File: config.mk
export PLATFORM = sky130hd
export DESIGN_NAME = rs_branch
export DESIGN_NICKNAME = d
export VERILOG_FILES = /design/src/rtl/rs_branch.sv
export SDC_FILE = /design/constraint.sdc
export NUM_CORES = 2
export LEC_CHECK = 0
export ABC_CLOCK_PERIOD_IN_PS = 2500
export CORE_MARGIN = 4
export CORE_UTILIZATION = 45
export DETAILED_ROUTE_END_ITERATION = 8
export PLACE_DENSITY = 0.7
export SETUP_SLACK_MARGIN = 0.1
export SLEW_MARGIN = 20
export SYNTH_ARGS = -nofsm -noshare
export SYNTH_HDL_FRONTEND = slang
export SYNTH_SLANG_ARGS = --single-unit
File: constraint.sdc
create_clock -name clk -period 2.5 [get_ports clk]
set_clock_uncertainty 0.05 [all_clocks]
set_input_delay 0.5 -clock clk [delete_from_list [all_inputs] [get_ports clk]]
set_output_delay 0.5 -clock clk [all_outputs]
set_load 0.03 [all_outputs]
File: src/rtl/rs_branch.sv
// rs_branch: reservation station for conditional branches (BEQ/BNE/BLT/BGE/BLTU/BGEU).
//
// Holds dispatched branches until both source operands are resolved by snooping the ALU and
// load/store CDBs. Each cycle it issues at most one ready branch on registered ex* outputs
// that feed the combinational ex_branch unit.
//
// Optional feature macro: RS_BRANCH_AGE_EN
//   defined   - age matrix; the oldest ready entry issues first
//   undefined - fixed priority; the lowest-index ready entry issues first (no age state)
//
// Ports:
//   clk, rst_n       clock, asynchronous active-low reset
//   flush            ROB mispredict clear; kills all entries and the issue output
//   disp_*           dispatch interface (one branch per cycle, ignored while rs_full)
//   alu_cdb_*        ALU common data bus snoop
//   lsb_cdb_*        load/store common data bus snoop
//   rs_full          all entries valid; dispatch must stall
//   ex_branch_en     issue valid to ex_branch
//   exsrc1/exsrc2    resolved operands
//   expc, exaluop    branch PC and op
//   exoffset, exdest B-immediate and ROB tag of the branch
module rs_branch #(
  parameter int unsigned RS_DEPTH = 4,
  parameter int unsigned IDX_W    = 2,
  parameter int unsigned DATA_W   = 32,
  parameter int unsigned ADDR_W   = 32,
  parameter int unsigned TAG_W    = 5,
  parameter int unsigned OP_W     = 4,
  // Reserved tag meaning "operand value present, nothing to wait for"
  parameter logic [TAG_W-1:0] TAG_FREE = {1'b1, {(TAG_W-1){1'b0}}}
) (
  input  logic              clk,
  input  logic              rst_n,
  input  logic              flush,
  input  logic              disp_en,
  input  logic [OP_W-1:0]   disp_op,
  input  logic [DATA_W-1:0] disp_src1,
  input  logic [TAG_W-1:0]  disp_tag1,
  input  logic [DATA_W-1:0] disp_src2,
  input  logic [TAG_W-1:0]  disp_tag2,
  input  logic [ADDR_W-1:0] disp_pc,
  input  logic [DATA_W-1:0] disp_offset,
  input  logic [TAG_W-1:0]  disp_dest,
  input  logic              alu_cdb_valid,
  input  logic [TAG_W-1:0]  alu_cdb_tag,
  input  logic [DATA_W-1:0] alu_cdb_data,
  input  logic              lsb_cdb_valid,
  input  logic [TAG_W-1:0]  lsb_cdb_tag,
  input  logic [DATA_W-1:0] lsb_cdb_data,
  output logic              rs_full,
  output logic              ex_branch_en,
  output logic [DATA_W-1:0] exsrc1,
  output logic [DATA_W-1:0] exsrc2,
  output logic [ADDR_W-1:0] expc,
  output logic [OP_W-1:0]   exaluop,
  output logic [DATA_W-1:0] exoffset,
  output logic [TAG_W-1:0]  exdest
);

  // Entry storage
  logic [RS_DEPTH-1:0] valid_q, valid_d;
  logic [OP_W-1:0]     op_q   [RS_DEPTH];
  logic [OP_W-1:0]     op_d   [RS_DEPTH];
  logic [DATA_W-1:0]   val1_q [RS_DEPTH];
  logic [DATA_W-1:0]   val1_d [RS_DEPTH];
  logic [TAG_W-1:0]    tag1_q [RS_DEPTH];
  logic [TAG_W-1:0]    tag1_d [RS_DEPTH];
  logic [DATA_W-1:0]   val2_q [RS_DEPTH];
  logic [DATA_W-1:0]   val2_d [RS_DEPTH];
  logic [TAG_W-1:0]    tag2_q [RS_DEPTH];
  logic [TAG_W-1:0]    tag2_d [RS_DEPTH];
  logic [ADDR_W-1:0]   pc_q   [RS_DEPTH];
  logic [ADDR_W-1:0]   pc_d   [RS_DEPTH];
  logic [DATA_W-1:0]   off_q  [RS_DEPTH];
  logic [DATA_W-1:0]   off_d  [RS_DEPTH];
  logic [TAG_W-1:0]    dest_q [RS_DEPTH];
  logic [TAG_W-1:0]    dest_d [RS_DEPTH];

  // Issue output registers
  logic              ex_en_q, ex_en_d;
  logic [DATA_W-1:0] exsrc1_q, exsrc1_d;
  logic [DATA_W-1:0] exsrc2_q, exsrc2_d;
  logic [ADDR_W-1:0] expc_q, expc_d;
  logic [OP_W-1:0]   exop_q, exop_d;
  logic [DATA_W-1:0] exoff_q, exoff_d;
  logic [TAG_W-1:0]  exdest_q, exdest_d;

  logic [RS_DEPTH-1:0] ready;
  logic                free_vld;
  logic [IDX_W-1:0]    free_idx;
  logic                issue_vld;
  logic [IDX_W-1:0]    issue_idx;
  logic                disp_do;

`ifdef RS_BRANCH_AGE_EN
  // age_q[i][j] set: entry i is older than entry j (only meaningful for valid pairs)
  logic [RS_DEPTH-1:0] age_q [RS_DEPTH];
  logic [RS_DEPTH-1:0] age_d [RS_DEPTH];
`endif

  assign rs_full = &valid_q;
  assign disp_do = disp_en & ~rs_full;

  function automatic logic cdb_hit(input logic             cdb_v,
                                   input logic [TAG_W-1:0] cdb_tag,
                                   input logic [TAG_W-1:0] wait_tag);
    return cdb_v && (cdb_tag != TAG_FREE) && (cdb_tag == wait_tag);
  endfunction

  // Lowest-index free entry
  always_comb begin
    free_vld = 1'b0;
    free_idx = '0;
    for (int i = int'(RS_DEPTH) - 1; i >= 0; i--) begin
      if (!valid_q[i]) begin
        free_vld = 1'b1;
        free_idx = IDX_W'(i);
      end
    end
  end

  always_comb begin
    for (int i = 0; i < int'(RS_DEPTH); i++) begin
      ready[i] = valid_q[i] && (tag1_q[i] == TAG_FREE) && (tag2_q[i] == TAG_FREE);
    end
  end

  // Select
`ifdef RS_BRANCH_AGE_EN
  always_comb begin
    logic older_ready;
    issue_vld = 1'b0;
    issue_idx = '0;
    for (int i = 0; i < int'(RS_DEPTH); i++) begin
      older_ready = 1'b0;
      for (int j = 0; j < int'(RS_DEPTH); j++) begin
        if (j != i && ready[j] && age_q[j][i]) older_ready = 1'b1;
      end
      if (ready[i] && !older_ready) begin
        issue_vld = 1'b1;
        issue_idx = IDX_W'(i);
      end
    end
  end

  always_comb begin
    for (int i = 0; i < int'(RS_DEPTH); i++) age_d[i] = age_q[i];
    if (flush) begin
      for (int i = 0; i < int'(RS_DEPTH); i++) age_d[i] = '0;
    end else if (disp_do) begin
      // New entry is younger than every currently valid entry; a retired row goes stale
      // harmlessly because comparisons are masked by ready/valid.
      age_d[free_idx] = '0;
      for (int j = 0; j < int'(RS_DEPTH); j++) begin
        if (IDX_W'(j) != free_idx) age_d[j][free_idx] = valid_q[j];
      end
    end
  end
`else
  always_comb begin
    issue_vld = 1'b0;
    issue_idx = '0;
    for (int i = int'(RS_DEPTH) - 1; i >= 0; i--) begin
      if (ready[i]) begin
        issue_vld = 1'b1;
        issue_idx = IDX_W'(i);
      end
    end
  end
`endif

  // Entry next state: wakeup, issue clear, dispatch write, flush
  always_comb begin
    valid_d = valid_q;
    for (int i = 0; i < int'(RS_DEPTH); i++) begin
      op_d[i]   = op_q[i];
      val1_d[i] = val1_q[i];
      tag1_d[i] = tag1_q[i];
      val2_d[i] = val2_q[i];
      tag2_d[i] = tag2_q[i];
      pc_d[i]   = pc_q[i];
      off_d[i]  = off_q[i];
      dest_d[i] = dest_q[i];
      if (valid_q[i]) begin
        // ALU CDB checked first so it wins on a duplicate tag
        if (cdb_hit(alu_cdb_valid, alu_cdb_tag, tag1_q[i])) begin
          val1_d[i] = alu_cdb_data;
          tag1_d[i] = TAG_FREE;
        end else if (cdb_hit(lsb_cdb_valid, lsb_cdb_tag, tag1_q[i])) begin
          val1_d[i] = lsb_cdb_data;
          tag1_d[i] = TAG_FREE;
        end
        if (cdb_hit(alu_cdb_valid, alu_cdb_tag, tag2_q[i])) begin
          val2_d[i] = alu_cdb_data;
          tag2_d[i] = TAG_FREE;
        end else if (cdb_hit(lsb_cdb_valid, lsb_cdb_tag, tag2_q[i])) begin
          val2_d[i] = lsb_cdb_data;
          tag2_d[i] = TAG_FREE;
        end
      end
    end

    if (issue_vld) valid_d[issue_idx] = 1'b0;

    // free_vld is implied by !rs_full; the free entry is never the issued one
    if (disp_do && free_vld) begin
      valid_d[free_idx] = 1'b1;
      op_d[free_idx]    = disp_op;
      pc_d[free_idx]    = disp_pc;
      off_d[free_idx]   = disp_offset;
      dest_d[free_idx]  = disp_dest;
      val1_d[free_idx]  = disp_src1;
      tag1_d[free_idx]  = disp_tag1;
      val2_d[free_idx]  = disp_src2;
      tag2_d[free_idx]  = disp_tag2;
      if (cdb_hit(alu_cdb_valid, alu_cdb_tag, disp_tag1)) begin
        val1_d[free_idx] = alu_cdb_data;
        tag1_d[free_idx] = TAG_FREE;
      end else if (cdb_hit(lsb_cdb_valid, lsb_cdb_tag, disp_tag1)) begin
        val1_d[free_idx] = lsb_cdb_data;
        tag1_d[free_idx] = TAG_FREE;
      end
      if (cdb_hit(alu_cdb_valid, alu_cdb_tag, disp_tag2)) begin
        val2_d[free_idx] = alu_cdb_data;
        tag2_d[free_idx] = TAG_FREE;
      end else if (cdb_hit(lsb_cdb_valid, lsb_cdb_tag, disp_tag2)) begin
        val2_d[free_idx] = lsb_cdb_data;
        tag2_d[free_idx] = TAG_FREE;
      end
    end

    if (flush) valid_d = '0;
  end

  // Issue register next state
  always_comb begin
    ex_en_d  = 1'b0;
    exdest_d = TAG_FREE;
    exsrc1_d = exsrc1_q;
    exsrc2_d = exsrc2_q;
    expc_d   = expc_q;
    exop_d   = exop_q;
    exoff_d  = exoff_q;
    if (!flush && issue_vld) begin
      ex_en_d  = 1'b1;
      exdest_d = dest_q[issue_idx];
      exsrc1_d = val1_q[issue_idx];
      exsrc2_d = val2_q[issue_idx];
      expc_d   = pc_q[issue_idx];
      exop_d   = op_q[issue_idx];
      exoff_d  = off_q[issue_idx];
    end
  end

  always_ff @(posedge clk or negedge rst_n) begin
    if (!rst_n) begin
      valid_q  <= '0;
      ex_en_q  <= 1'b0;
      exdest_q <= TAG_FREE;
      exsrc1_q <= '0;
      exsrc2_q <= '0;
      expc_q   <= '0;
      exop_q   <= '0;
      exoff_q  <= '0;
      for (int i = 0; i < int'(RS_DEPTH); i++) begin
        op_q[i]   <= '0;
        val1_q[i] <= '0;
        tag1_q[i] <= TAG_FREE;
        val2_q[i] <= '0;
        tag2_q[i] <= TAG_FREE;
        pc_q[i]   <= '0;
        off_q[i]  <= '0;
        dest_q[i] <= TAG_FREE;
`ifdef RS_BRANCH_AGE_EN
        age_q[i]  <= '0;
`endif
      end
    end else begin
      valid_q  <= valid_d;
      ex_en_q  <= ex_en_d;
      exdest_q <= exdest_d;
      exsrc1_q <= exsrc1_d;
      exsrc2_q <= exsrc2_d;
      expc_q   <= expc_d;
      exop_q   <= exop_d;
      exoff_q  <= exoff_d;
      for (int i = 0; i < int'(RS_DEPTH); i++) begin
        op_q[i]   <= op_d[i];
        val1_q[i] <= val1_d[i];
        tag1_q[i] <= tag1_d[i];
        val2_q[i] <= val2_d[i];
        tag2_q[i] <= tag2_d[i];
        pc_q[i]   <= pc_d[i];
        off_q[i]  <= off_d[i];
        dest_q[i] <= dest_d[i];
`ifdef RS_BRANCH_AGE_EN
        age_q[i]  <= age_d[i];
`endif
      end
    end
  end

  assign ex_branch_en = ex_en_q;
  assign exsrc1       = exsrc1_q;
  assign exsrc2       = exsrc2_q;
  assign expc         = expc_q;
  assign exaluop      = exop_q;
  assign exoffset     = exoff_q;
  assign exdest       = exdest_q;

endmodule

==> run summary <==
Status - complete, no violations
Clock Latency Late Sink - 640 ps
Yosys warnings - 0
Fin nets - 4945
Via count - 37940
Max_slew headroom - 50.63%
DIE AREA - 88800 µm²
Reg-to-reg startpoint - tag1_q[9]$_DFF_PN1_
Hold Crit Class - in2reg
CP Launch Type - flip-flop
Fmax - 414.9 MHz
Antenna-violating nets left - 0
Kind of critical path - reg2reg
Worst R2R End - exoffset[4]$_DFFE_PN0P_
Largest family of logic cells by synthesized area - compound AO/OA/AOI/OAI gates
Max-slew violations - 0
Pre-CTS WS - -880.6 ps
Peak supply drop - 617.5 µV
Family with the most delay on the worst path - buffers and inverters
Die width - 298.0 µm
First-pass GRT wire length - 230800 µm
Arrival time at the worst endpoint - 2930 ps
Worst slew pin tran - 734.2 ps
Post-synthesis sequential area ratio - 48.32%
R2r setup slk - 90 ps
Clock tree buffer depth - 3
Layout cell share with drive strength beyond 1 - 15.50%
Setup tns final - 0 ps
Hold endpoint - exoffset[16]$_DFFE_PN0P_
Post-Synth Adder-Cell Area - 0%
Main synth FF type - dfrtp_1
Fill cells - 6935
Hold Path Origin - flush
Routability cong. - 0.8939
Pleak - 21.81 nW
Synth Area in Simple Gates - 15.97%
Initial core utilization - 45.29%
Buffers and inverters on the worst path - 4
Drt total wl - 157700 µm
Max-cap violations - 0
Core area - 83560 µm²
Worst-case reg-to-reg path depth - 10
I/O Pins - 366
Clk slew on worst S/H paths - 60 ps
Initial antenna violation count - 14
CP Cell Sequence - nor4b_4, buf_4, nand3_2, nor2_4, buf_12, buf_16, buf_4, a22oi_2, o211ai_1, o21a_1
CTS Buf Count - 82
Syn_nets - 4482
TritonCTS clock tree - built
Synth unique cells - 69
Area delta synth->final - 32.07%
Post-synthesis xor/xnor area fraction - 2.314%
Gate Count Post-Synth - 4255
Vias in the first global route - 37040
Largest net degree at the start of global routing - 86
Syn Area/Cell - 8.894 µm²
Slowest cell on crit path - dfstp_2
Post-route minimum period - 2410 ps
CTS root buf - clkbuf_16
Via/cell ratio - 6.458
Routed length per instance - 26.84 µm
CP max stage delay - 580 ps
Crit path setup slack, layout - 89.82 ps
Htree depth - 3
Register bit count reported by yosys - 730
Height of the die - 298.0 µm
Most frequent cells in the layout - nand2_1 (1114), dfrtp_1 (713), clkdlybuf4s50_1 (351)
Pwr Density - 825.5 nW/µm²
Mux share of post-synthesis cell area - 5.951%
Final Cycle Share - 96.41%
Final setup vio count - 0
Std-Cell Rows - 106
HPWL Detailed - 95790 µm
Compound-Gate Fraction of Synth Area - 22.42%
Post-synth EDFFs - 0
Grt ovf - 0
CTS sink cnt - 730
Drt first-iter violations - 5418
CP endpoint kind - flip-flop
Total GRT Usage - 33.44%
Fin. Hold Viols - 0
Post-route DRC - 0
Cell Area, Synth - 37840 µm²
Pre-antenna DRT Iters - 6
CP dominant cell by count - buf_4
Most common cell after layout, fill and taps aside - nand2_1
RSZ-0062 raised after global routing - yes
Buffers added on ports - 365
Critical Path RT - 3020 ps
Setup crit start - tag1_q[9]$_DFF_PN1_
Asr flop ratio synth - 100.0%
Worst Path Max Fanout - 9
Hold Path Stages - 3
-- final cells by class --
type / instances / area, µm² / share of cell area [%]
Timing Repair Buffer: 819 / 9051 / 18.11
Sequential cell: 730 / 18290 / 36.59
Inverter: 36 / 137.6 / 0.2754
Tap cell: 1080 / 1351 / 2.704
Clock inverter: 38 / 579.3 / 1.159
Antenna cell: 13 / 32.53 / 0.06509
Multi-Input combinational cell: 3049 / 18210 / 36.42
Clock buffer: 109 / 2335 / 4.671
-- how the worst max path moves through the flow --
| stage | to | slack [ps] | depth (start not counted) |
|---|---|---|---|
| final | exoffset[4]$_DFFE_PN0P_ | 90 | 10 |
| after global routing | exsrc1[5]$_DFFE_PN0P_ | 30 | 10 |
| after CTS | rs_full | 30 | 6 |
| after detailed placement | val2_q[78]$_DFF_PN0_ | -880 | 10 |
| after global placement | val2_q[64]$_DFF_PN0_ | -810 | 10 |
| after floorplan | val1_q[72]$_DFF_PN0_ | -60 | 7 |
-- cells in the mapped netlist, drive strengths merged (32+ instances only) --
cell | count | area [µm²]
nand2 | 1118 | 4197
dfrtp | 717 | 17940
clkbuf | 337 | 1265
nor2 | 272 | 1023
mux2i | 225 | 2252
o21ai | 224 | 1140
a21oi | 212 | 1065
a31oi | 135 | 844.6
a22o | 104 | 910.9
buf | 104 | 505.5
a221o | 98 | 980.9
a221oi | 96 | 840.8
o22ai | 95 | 594.3
xnor2 | 68 | 595.6
nand3 | 37 | 185.2
o211ai | 37 | 277.8
inv | 36 | 135.1
a22oi | 35 | 262.8
o21a | 33 | 247.7
a2bb2oi | 32 | 280.3
xor2 | 32 | 280.3
-- tightest hold or removal path, stage by stage --
cell and delay [ps]:
buf_6 160, a21oi_1 130, a31oi_1 80
-- state kept, by name, summed over array words and instances (netlist names), 4 cells and up --
register,cells
dest_q,20
exaluop,4
exdest,5
exoffset,32
expc,32
exsrc1,32
exsrc2,32
off_q,128
op_q,16
pc_q,128
tag1_q,20
tag2_q,20
val1_q,128
val2_q,128
valid_q,4
-- report_power, final --
group,internal (mW),switching (mW),leakage [nW],total (mW)
registers,14.7,2.30,9.01,17.0
logic,4.97,6.14,11.4,11.1
clock network,7.85,5.28,1.44,13.1
total,27.5,13.7,21.8,41.3
-- repair_timing --
| item | 4_1_cts | 5_1_grt |
|---|---|---|
| cloned | 4 | 17 |
| resized for setup | 40 | 65 |
| endpoints found under the hold margin | 22 | 0 |
| hold buffers | 1 | 0 |
| endpoints found under the setup margin | 282 | 401 |
| pin swaps | 7 | 26 |
| setup buffers | 5 | 19 |
-- routing by layer --
layer,GRT usage (%),routed length (µm)
met3,8.657,19460
met5,0,22
met2,50.41,69230
met1,45.15,61310
met4,15.95,7628
-- cell families (layout without fill, tap and decap cells) --
family                 after synthesis  count (layout)
AND/OR/NAND/NOR                   1513            1514
AO/OA/AOI/OAI                     1210            1210
flip-flops                         730             730
buffers and inverters              477            1002
multiplexers                       225             225
XOR/XNOR                           100             100
other                                0              13
-- stage by stage --
step	power [mW]	hold slack [ps]	std cells	cell area (µm²)	utilization (%)
after floorplan	22.66	154.4	4255	37900	-
after global placement	27.46	394.7	5668	45810	54.82
after global routing	42.82	224.3	5871	49970	59.81
after detailed placement	27.80	397.3	5668	45810	54.82
final	41.26	229.5	5874	49980	59.82
after CTS	40.96	200.6	5825	49110	58.77
Note: power is estimated with default switching activity, not from simulation.
